**src/rtl/usb_pkg.sv**
```systemverilog
// usb_pkg -- constants and types shared by the USB transmit control slice.
//
// Contents:
//   PKT_*        TX_PACKET request encodings
//   SYNC_BYTE,
//   PID_*        bytes in wire order (bit 7 is sent first)
//   MAX_PAYLOAD  largest data payload accepted, in bytes
//   CRC16_*      data CRC polynomial and seed
//   tx_state_t   transmit sequencer states
//   crc16_next   one bit step of the data CRC
package usb_pkg;

  localparam logic [2:0] PKT_IDLE  = 3'd0;
  localparam logic [2:0] PKT_DATA  = 3'd1;
  localparam logic [2:0] PKT_ACK   = 3'd4;
  localparam logic [2:0] PKT_NAK   = 3'd5;
  localparam logic [2:0] PKT_STALL = 3'd7;

  localparam logic [7:0] SYNC_BYTE = 8'b0000_0001;
  localparam logic [7:0] PID_ACK   = 8'b0010_1101;
  localparam logic [7:0] PID_NAK   = 8'b1010_0101;
  localparam logic [7:0] PID_STALL = 8'b1110_0001;
  localparam logic [7:0] PID_DATA0 = 8'b0011_1100;
  localparam logic [7:0] PID_DATA1 = 8'b1011_0100;

  localparam logic [6:0] MAX_PAYLOAD = 7'd64;

  localparam logic [15:0] CRC16_POLY = 16'h8005;
  localparam logic [15:0] CRC16_INIT = 16'hFFFF;

  typedef enum logic [3:0] {
    ST_IDLE,
    ST_SYNC,
    ST_PID,
    ST_DATA,
    ST_CRC_HI,
    ST_CRC_LO,
    ST_EOP1,
    ST_EOP2,
    ST_IDLE_J
  } tx_state_t;

  // Shift one serial bit into the CRC, MSB-first feedback.
  function automatic logic [15:0] crc16_next(input logic [15:0] crc, input logic din);
    logic fb;
    fb = crc[15] ^ din;
    return {crc[14:0], 1'b0} ^ (fb ? CRC16_POLY : 16'h0000);
  endfunction

endpackage

```
**src/rtl/tx_crc16.sv**
```systemverilog
// tx_crc16 -- serial CRC16 accumulator for the transmit data field.
//
// Ports:
//   clk     in   system clock, rising edge
//   n_rst   in   asynchronous active-low reset, seeds the CRC
//   clear   in   reseed to 0xFFFF (start of a packet)
//   shift   in   absorb bit_in this cycle
//   bit_in  in   serial data bit, in wire order
//   crc     out  running CRC remainder (not complemented)
module tx_crc16
  import usb_pkg::*;
(
  input  logic        clk,
  input  logic        n_rst,
  input  logic        clear,
  input  logic        shift,
  input  logic        bit_in,
  output logic [15:0] crc
);

  always_ff @(posedge clk or negedge n_rst) begin
    if (!n_rst) begin
      crc <= CRC16_INIT;
    end else if (clear) begin
      crc <= CRC16_INIT;
    end else if (shift) begin
      crc <= crc16_next(crc, bit_in);
    end
  end

endmodule

```
**src/rtl/tx_control_fsm.sv**
```systemverilog
// tx_control_fsm -- USB packet transmit sequencer.
//
// Serialises SYNC, PID, optional data payload with CRC16, EOP and a trailing
// J bit, one bit per bit_strobe, MSB of every byte first.
//
// Ports:
//   clk                 in   system clock, rising edge
//   n_rst               in   asynchronous active-low reset
//   tx_start            in   one-cycle send request (honoured only when idle)
//   TX_PACKET[2:0]      in   0 idle, 1 data, 4 ACK, 5 NAK, 7 STALL
//   bit_strobe          in   one pulse per bit time, gated by the bit stuffer
//   tx_data[7:0]        in   head byte of the TX buffer
//   buffer_occupancy    in   bytes queued (max 64 accepted)
//   clear_toggle        in   force the next data PID to DATA0
//   d_bit               out  NRZ bit to the line encoder
//   eop_out             out  drive SE0
//   tx_active           out  packet in progress
//   get_tx_packet_data  out  one-cycle pop of the TX buffer
//   tx_error            out  one-cycle pulse when a request is refused
//
// Build option: define TX_STALL_EN to allow STALL handshakes; otherwise a
// STALL request is refused with tx_error.
module tx_control_fsm
  import usb_pkg::*;
(
  input  logic       clk,
  input  logic       n_rst,
  input  logic       tx_start,
  input  logic [2:0] TX_PACKET,
  input  logic       bit_strobe,
  input  logic [7:0] tx_data,
  input  logic [6:0] buffer_occupancy,
  input  logic       clear_toggle,
  output logic       d_bit,
  output logic       eop_out,
  output logic       tx_active,
  output logic       get_tx_packet_data,
  output logic       tx_error
);

`ifdef TX_STALL_EN
  localparam logic STALL_EN = 1'b1;
`else
  localparam logic STALL_EN = 1'b0;
`endif

  tx_state_t   state_q, state_d;
  logic [2:0]  bit_cnt_q, bit_cnt_d;
  logic [2:0]  pkt_q;
  logic [6:0]  bytes_left_q, bytes_left_d;
  logic        toggle_q;
  logic        tx_error_q;
  logic [7:0]  shreg_q, shreg_d;

  logic        idle_req, req_ok, start_ok, start_bad;
  logic        is_data, in_byte_state, byte_end;
  logic        load_data, toggle_flip, crc_shift;
  logic [7:0]  pid_byte;
  logic [15:0] crc;
  logic [7:0]  crc_hi, crc_lo;

  assign crc_hi = crc[15:8];
  assign crc_lo = crc[7:0];

  // Request qualification: only while idle and for a non-idle type.
  assign idle_req = (state_q == ST_IDLE) && tx_start && (TX_PACKET != PKT_IDLE);

  always_comb begin
    req_ok = 1'b0;
    case (TX_PACKET)
      PKT_DATA:  req_ok = (buffer_occupancy <= MAX_PAYLOAD);
      PKT_ACK:   req_ok = 1'b1;
      PKT_NAK:   req_ok = 1'b1;
      PKT_STALL: req_ok = STALL_EN;
      default:   req_ok = 1'b0;
    endcase
  end

  assign start_ok  = idle_req &  req_ok;
  assign start_bad = idle_req & ~req_ok;

  assign is_data       = (pkt_q == PKT_DATA);
  assign in_byte_state = (state_q == ST_SYNC)   || (state_q == ST_PID) ||
                         (state_q == ST_DATA)   || (state_q == ST_CRC_HI) ||
                         (state_q == ST_CRC_LO);
  assign byte_end      = bit_strobe && (bit_cnt_q == 3'd7);

  // The data PID is chosen when SYNC finishes, so a clear_toggle that lands
  // during SYNC still takes effect on this packet.
  always_comb begin
    pid_byte = PID_ACK;
    case (pkt_q)
      PKT_ACK:   pid_byte = PID_ACK;
      PKT_NAK:   pid_byte = PID_NAK;
      PKT_STALL: pid_byte = PID_STALL;
      PKT_DATA:  pid_byte = toggle_q ? PID_DATA1 : PID_DATA0;
      default:   pid_byte = PID_ACK;
    endcase
  end

  // Next state, shifter and byte accounting.
  always_comb begin
    state_d      = state_q;
    shreg_d      = shreg_q;
    bit_cnt_d    = bit_cnt_q;
    bytes_left_d = bytes_left_q;
    load_data    = 1'b0;
    toggle_flip  = 1'b0;
    crc_shift    = 1'b0;

    if (bit_strobe && in_byte_state) begin
      bit_cnt_d = bit_cnt_q + 3'd1;
      shreg_d   = {shreg_q[6:0], 1'b0};
    end

    case (state_q)
      ST_IDLE: begin
        if (start_ok) begin
          state_d      = ST_SYNC;
          shreg_d      = SYNC_BYTE;
          bit_cnt_d    = 3'd0;
          bytes_left_d = buffer_occupancy;
        end
      end
      ST_SYNC: begin
        if (byte_end) begin
          state_d = ST_PID;
          shreg_d = pid_byte;
        end
      end
      ST_PID: begin
        if (byte_end) begin
          if (!is_data) begin
            state_d = ST_EOP1;
          end else if (bytes_left_q != 7'd0) begin
            state_d   = ST_DATA;
            load_data = 1'b1;
          end else begin
            state_d = ST_CRC_HI;
          end
        end
      end
      ST_DATA: begin
        // The bit leaving the shifter at this strobe is the bit just sent.
        crc_shift = bit_strobe;
        if (byte_end) begin
          if (bytes_left_q != 7'd0) begin
            load_data = 1'b1;
          end else begin
            state_d = ST_CRC_HI;
          end
        end
      end
      ST_CRC_HI: if (byte_end) state_d = ST_CRC_LO;
      ST_CRC_LO: if (byte_end) state_d = ST_EOP1;
      ST_EOP1:   if (bit_strobe) state_d = ST_EOP2;
      ST_EOP2:   if (bit_strobe) state_d = ST_IDLE_J;
      ST_IDLE_J: begin
        if (bit_strobe) begin
          state_d     = ST_IDLE;
          toggle_flip = is_data;
        end
      end
      default: state_d = ST_IDLE;
    endcase

    if (load_data) begin
      shreg_d      = tx_data;
      bytes_left_d = bytes_left_q - 7'd1;
    end
  end

  // Line outputs. CRC bits come straight from the frozen CRC register, so
  // the last data bit is already folded in when CRC_HI starts.
  // For a 3-bit count, ~bit_cnt_q == 7 - bit_cnt_q (MSB first).
  always_comb begin
    d_bit   = 1'b1;
    eop_out = 1'b0;
    case (state_q)
      ST_SYNC, ST_PID, ST_DATA: d_bit = shreg_q[7];
      ST_CRC_HI:                d_bit = ~crc_hi[~bit_cnt_q];
      ST_CRC_LO:                d_bit = ~crc_lo[~bit_cnt_q];
      ST_EOP1, ST_EOP2: begin
        d_bit   = 1'b0;
        eop_out = 1'b1;
      end
      default: d_bit = 1'b1;
    endcase
  end

  assign tx_active          = (state_q != ST_IDLE);
  assign get_tx_packet_data = load_data;
  assign tx_error           = tx_error_q;

  always_ff @(posedge clk or negedge n_rst) begin
    if (!n_rst) begin
      state_q      <= ST_IDLE;
      bit_cnt_q    <= 3'd0;
      pkt_q        <= PKT_IDLE;
      bytes_left_q <= 7'd0;
      toggle_q     <= 1'b0;
      tx_error_q   <= 1'b0;
    end else begin
      state_q      <= state_d;
      bit_cnt_q    <= bit_cnt_d;
      bytes_left_q <= bytes_left_d;
      tx_error_q   <= start_bad;
      if (start_ok) begin
        pkt_q <= TX_PACKET;
      end
      // clear_toggle outranks the end-of-packet inversion.
      if (clear_toggle) begin
        toggle_q <= 1'b0;
      end else if (toggle_flip) begin
        toggle_q <= ~toggle_q;
      end
    end
  end

  // Payload shifter carries data only; d_bit ignores it outside byte states.
  always_ff @(posedge clk) begin
    shreg_q <= shreg_d;
  end

  tx_crc16 u_crc (
    .clk    (clk),
    .n_rst  (n_rst),
    .clear  (start_ok),
    .shift  (crc_shift),
    .bit_in (shreg_q[7]),
    .crc    (crc)
  );

endmodule

```
**config.mk**
```make
export PLATFORM = sky130hd
export DESIGN_NAME = tx_control_fsm
export DESIGN_NICKNAME = d
export VERILOG_FILES = /design/src/rtl/usb_pkg.sv /design/src/rtl/tx_crc16.sv /design/src/rtl/tx_control_fsm.sv
export SDC_FILE = /design/constraint.sdc
export NUM_CORES = 1
export LEC_CHECK = 0
export ABC_AREA = 1
export CORE_UTILIZATION = 45
export DETAILED_ROUTE_END_ITERATION = 7
export PLACE_DENSITY = 0.71
export SETUP_SLACK_MARGIN = 0.05
export SYNTH_ARGS = -nofsm -noshare
export SYNTH_HDL_FRONTEND = slang
export SYNTH_SLANG_ARGS = --single-unit
```
**constraint.sdc**
```tcl
create_clock -name clk -period 1.6 [get_ports clk]
set_input_delay 0.32 -clock clk [delete_from_list [all_inputs] [get_ports clk]]
set_output_delay 0.32 -clock clk [all_outputs]
set_load 0.01 [all_outputs]
```
==> impl_metrics.json <==
{
  "setup_viol": 42,
  "avgSynthCellArea_um2": 7.44,
  "seqCellArea_mm2": 0.00106,
  "synth_fp_nets": 366,
  "synthCells": 340,
  "grt_pass1_wl_mm": 12.6,
  "finalCoreUtilization_pct": 78.8,
  "fmax_mhz": 496,
  "layout_commonest_cell": "nand2_1",
  "worstPathCellList": "buf_6 > buf_8 > a21oi_4 > o21ai_2 > nand3_1 > nand3_1 > nand2_1 > o21ai_1 > buf_2",
  "ctsHtreeMaxLevel": 2,
  "area_growth_pct": 64.2,
  "path_buf_inv": 3,
  "grt_pass1_vias": 2719,
  "fillers": 312,
  "clkSlewWorstSetupHoldPaths_ps": 90,
  "relSlewSlack_pct": 66.8,
  "status": "finished with violations",
  "cts_tree": "yes",
  "core_area_mm2": 0.00527,
  "cap_violations": 0,
  "cp_common_cell": "nand3_1",
  "ys_ff_latch": 43,
  "dieArea_mm2": 0.00593,
  "startpoint": "bit_cnt_q[0]",
  "yosys.area.top_type": "dfrtp_1",
  "postCtsHoldBufs": 0,
  "rsz0062_at_grt": "true",
  "power.leakage_nw": 1.97,
  "clock_latency_ps": 310,
  "vias_per_cell": 5.53,
  "crit_slowest_cell": "dfrtp_1",
  "synthTopCellsByArea": "dfrtp_1 (19%), dfstp_2 (17%), nand2_1 (14%), dfxtp_1 (6.3%), o21ai_0 (5.3%)",
  "hold_class": "primary input to async pin",
  "use_met2_pct": 49.0,
  "clockBufferDepth": 2,
  "period_needed_ps": 2010,
  "synth_ff_type": "dfrtp_1",
  "synth-seq-area-share_pct": 41.7,
  "worst_path_largest_cell_delay_ps": 410,
  "synth.cell_area_mm2": 0.00253,
  "start_kind": "flip-flop",
  "wirelength_mm": 8.86,
  "ys_types": 34,
  "cts_root_buffer": "clkbuf_8",
  "gp_congestion": 0.859,
  "overflow": 0,
  "tightest_slew_ps": 495,
  "layout_common_cells": "nand2_1 (79), buf_4 (70), inv_1 (28)",
  "cp_top_family": "buffers and inverters",
  "fin_nets": 487,
  "drt_drc_violations_left": 0,
  "met1_usage_pct": 32.2,
  "wire_per_inst_um": 16.7,
  "rr_endpoint": "shreg_q[0]",
  "fin_ws_ps": -415,
  "multiInputGateArea_mm2": 0.00153,
  "dp_hpwl_mm": 4.81,
  "drt-initial-drc-count": 200,
  "worstPathRequired_ps": 1280,
  "violations": "negative setup slack",
  "cts_buffers": 5,
  "clock_sinks": 43,
  "path_class": "flip-flop to output port",
  "portBuffers": 27,
  "die_x_um": 77,
  "whs_ps": 376,
  "ff2ff_path_depth": 13,
  "grt_use_total_pct": 27.0,
  "reg2reg_slack_ps": -340,
  "cp-endpoint": "d_bit",
  "power_density_mw_per_mm2": 1780,
  "report.final.slew_viol_count": 0,
  "start_util_pct": 48.0,
  "arrival_ps": 1690,
  "postRouteAntennaNets": 0,
  "antenna_found_initial": 0,
  "antenna_cells": 0,
  "fp.dieH_um": 77,
  "r2r_start": "bit_cnt_q[0]",
  "final-hold-violation-count": 0,
  "ys_warn_count": 0,
  "ios": 28,
  "met3_usage_pct": 4.40,
  "worstPathMaxFanout": 7,
  "async_reset_ff_share_pct": 81.4,
  "rows": 26,
  "layout-drive-gt1-share_pct": 42.4,
  "synth.top_cell.area_share_pct": 18.8,
  "critical_path_cell_count": 9,
  "grt_max_degree": 36,
  "grt_busiest_layer": "met2",
  "vias": 2944,
  "finClkSkew_ps": 5.69,
  "end_kind": "output port",
  "peakVddDrop_uv": 1050,
  "layout_worst_path_cycle_share_pct": 126,
  "synth_edf_count": 0,
  "firstDrtPassIters": 6
}
[routing by layer]
metal	vias up	wire, um
li1	1366	-
met1	1404	3540
met5	-	0
met2	137	4560
met4	0	266
met3	37	499
[repair_timing]
action                                  4_1_cts  5_1_grt
pin swaps                                    21       13
buffers inserted                             14        7
cloned                                        3        2
endpoints found under the setup margin       45       47
gates resized for setup                      74       67
[where the power goes]
group / internal (mW) / switching, mW / leakage (nW)
Combinational: 2.20 / 2.47 / 1.45
Sequential: 1.70 / 0.319 / 0.473
Clock: 0.307 / 0.411 / 0.0455
[worst min path at each step]
stage	depth (start not counted)	startpoint	end
floorplan	0	n_rst	bit_cnt_q[0]
global placement	2	bytes_left_q[6]	bytes_left_q[6]
detailed placement	2	bytes_left_q[6]	bytes_left_q[6]
CTS	2	n_rst	bit_cnt_q[1]
global route	2	n_rst	bit_cnt_q[1]
finish	2	n_rst	bit_cnt_q[1]
[worst reg2reg max path, stage by stage, from the launching register on]
cell and delay, ps:
dfrtp_1 410, buf_4 140, ha_2 180, ha_4 170, nand2_4 70, buf_6 110
inv_1 40, nand4_1 80, buf_6 150, buf_4 120, buf_4 100, o21ai_0 60
o21ai_1 90, nand3_1 90
[logic make-up after synthesis]
| family | synth area share (%) |
|---|---|
| and+or+nand+nor | 27.4 |
| buffers and inverters | 9.29 |
| adders and majority gates | 1.48 |
| xor gates and xnor gates | 2.08 |
| DFF | 41.7 |
| AOI/OAI and AO/OA | 18.0 |
[per-stage QoR]
step | power, mW | setup TNS [ps] | worst slack, ps | cells | instance area, um2
floorplan | 3.81 | 0 | 7.76 | 340 | 2550
global placement | 5.21 | -8050 | -506 | 499 | 3430
detailed placement | 5.33 | -9030 | -518 | 499 | 3430
CTS | 6.59 | -3560 | -333 | 524 | 3870
global route | 7.80 | -8350 | -458 | 532 | 4160
finish | 7.40 | -5880 | -415 | 532 | 4160
[flip-flops by register name (all words and copies together) (netlist names)]
register      count
pkt_q             3
tx_error          1
state_q           4
shreg_q           8
toggle_q          1
bit_cnt_q         3
u_crc.crc        16
bytes_left_q      7
[area by class of cell]
cell class	count	area share, %
clock buffers	6	1.75
clock inverters	2	0.271
inverters	41	4.37
multi-input cells	245	36.8
flip-flops and latches	43	25.4
well taps	70	2.11
repair buffers	125	29.3
[Yosys cell counts, types with 4 or more instances]
| library cell | number |
|---|---|
| nor3_1 | 5 |
| dfstp_2 | 16 |
| nand2_1 | 93 |
| inv_2 | 4 |
| o21ai_0 | 27 |
| dfxtp_1 | 8 |
| nor2_1 | 27 |
| buf_2 | 6 |
| nand2_2 | 4 |
| o211ai_1 | 17 |
| a21oi_1 | 22 |
| nand3_1 | 17 |
| xor2_1 | 4 |
| o21ai_1 | 5 |
| dfrtp_1 | 19 |
| inv_1 | 35 |
Note: power is estimated with default switching activity, not from simulation.
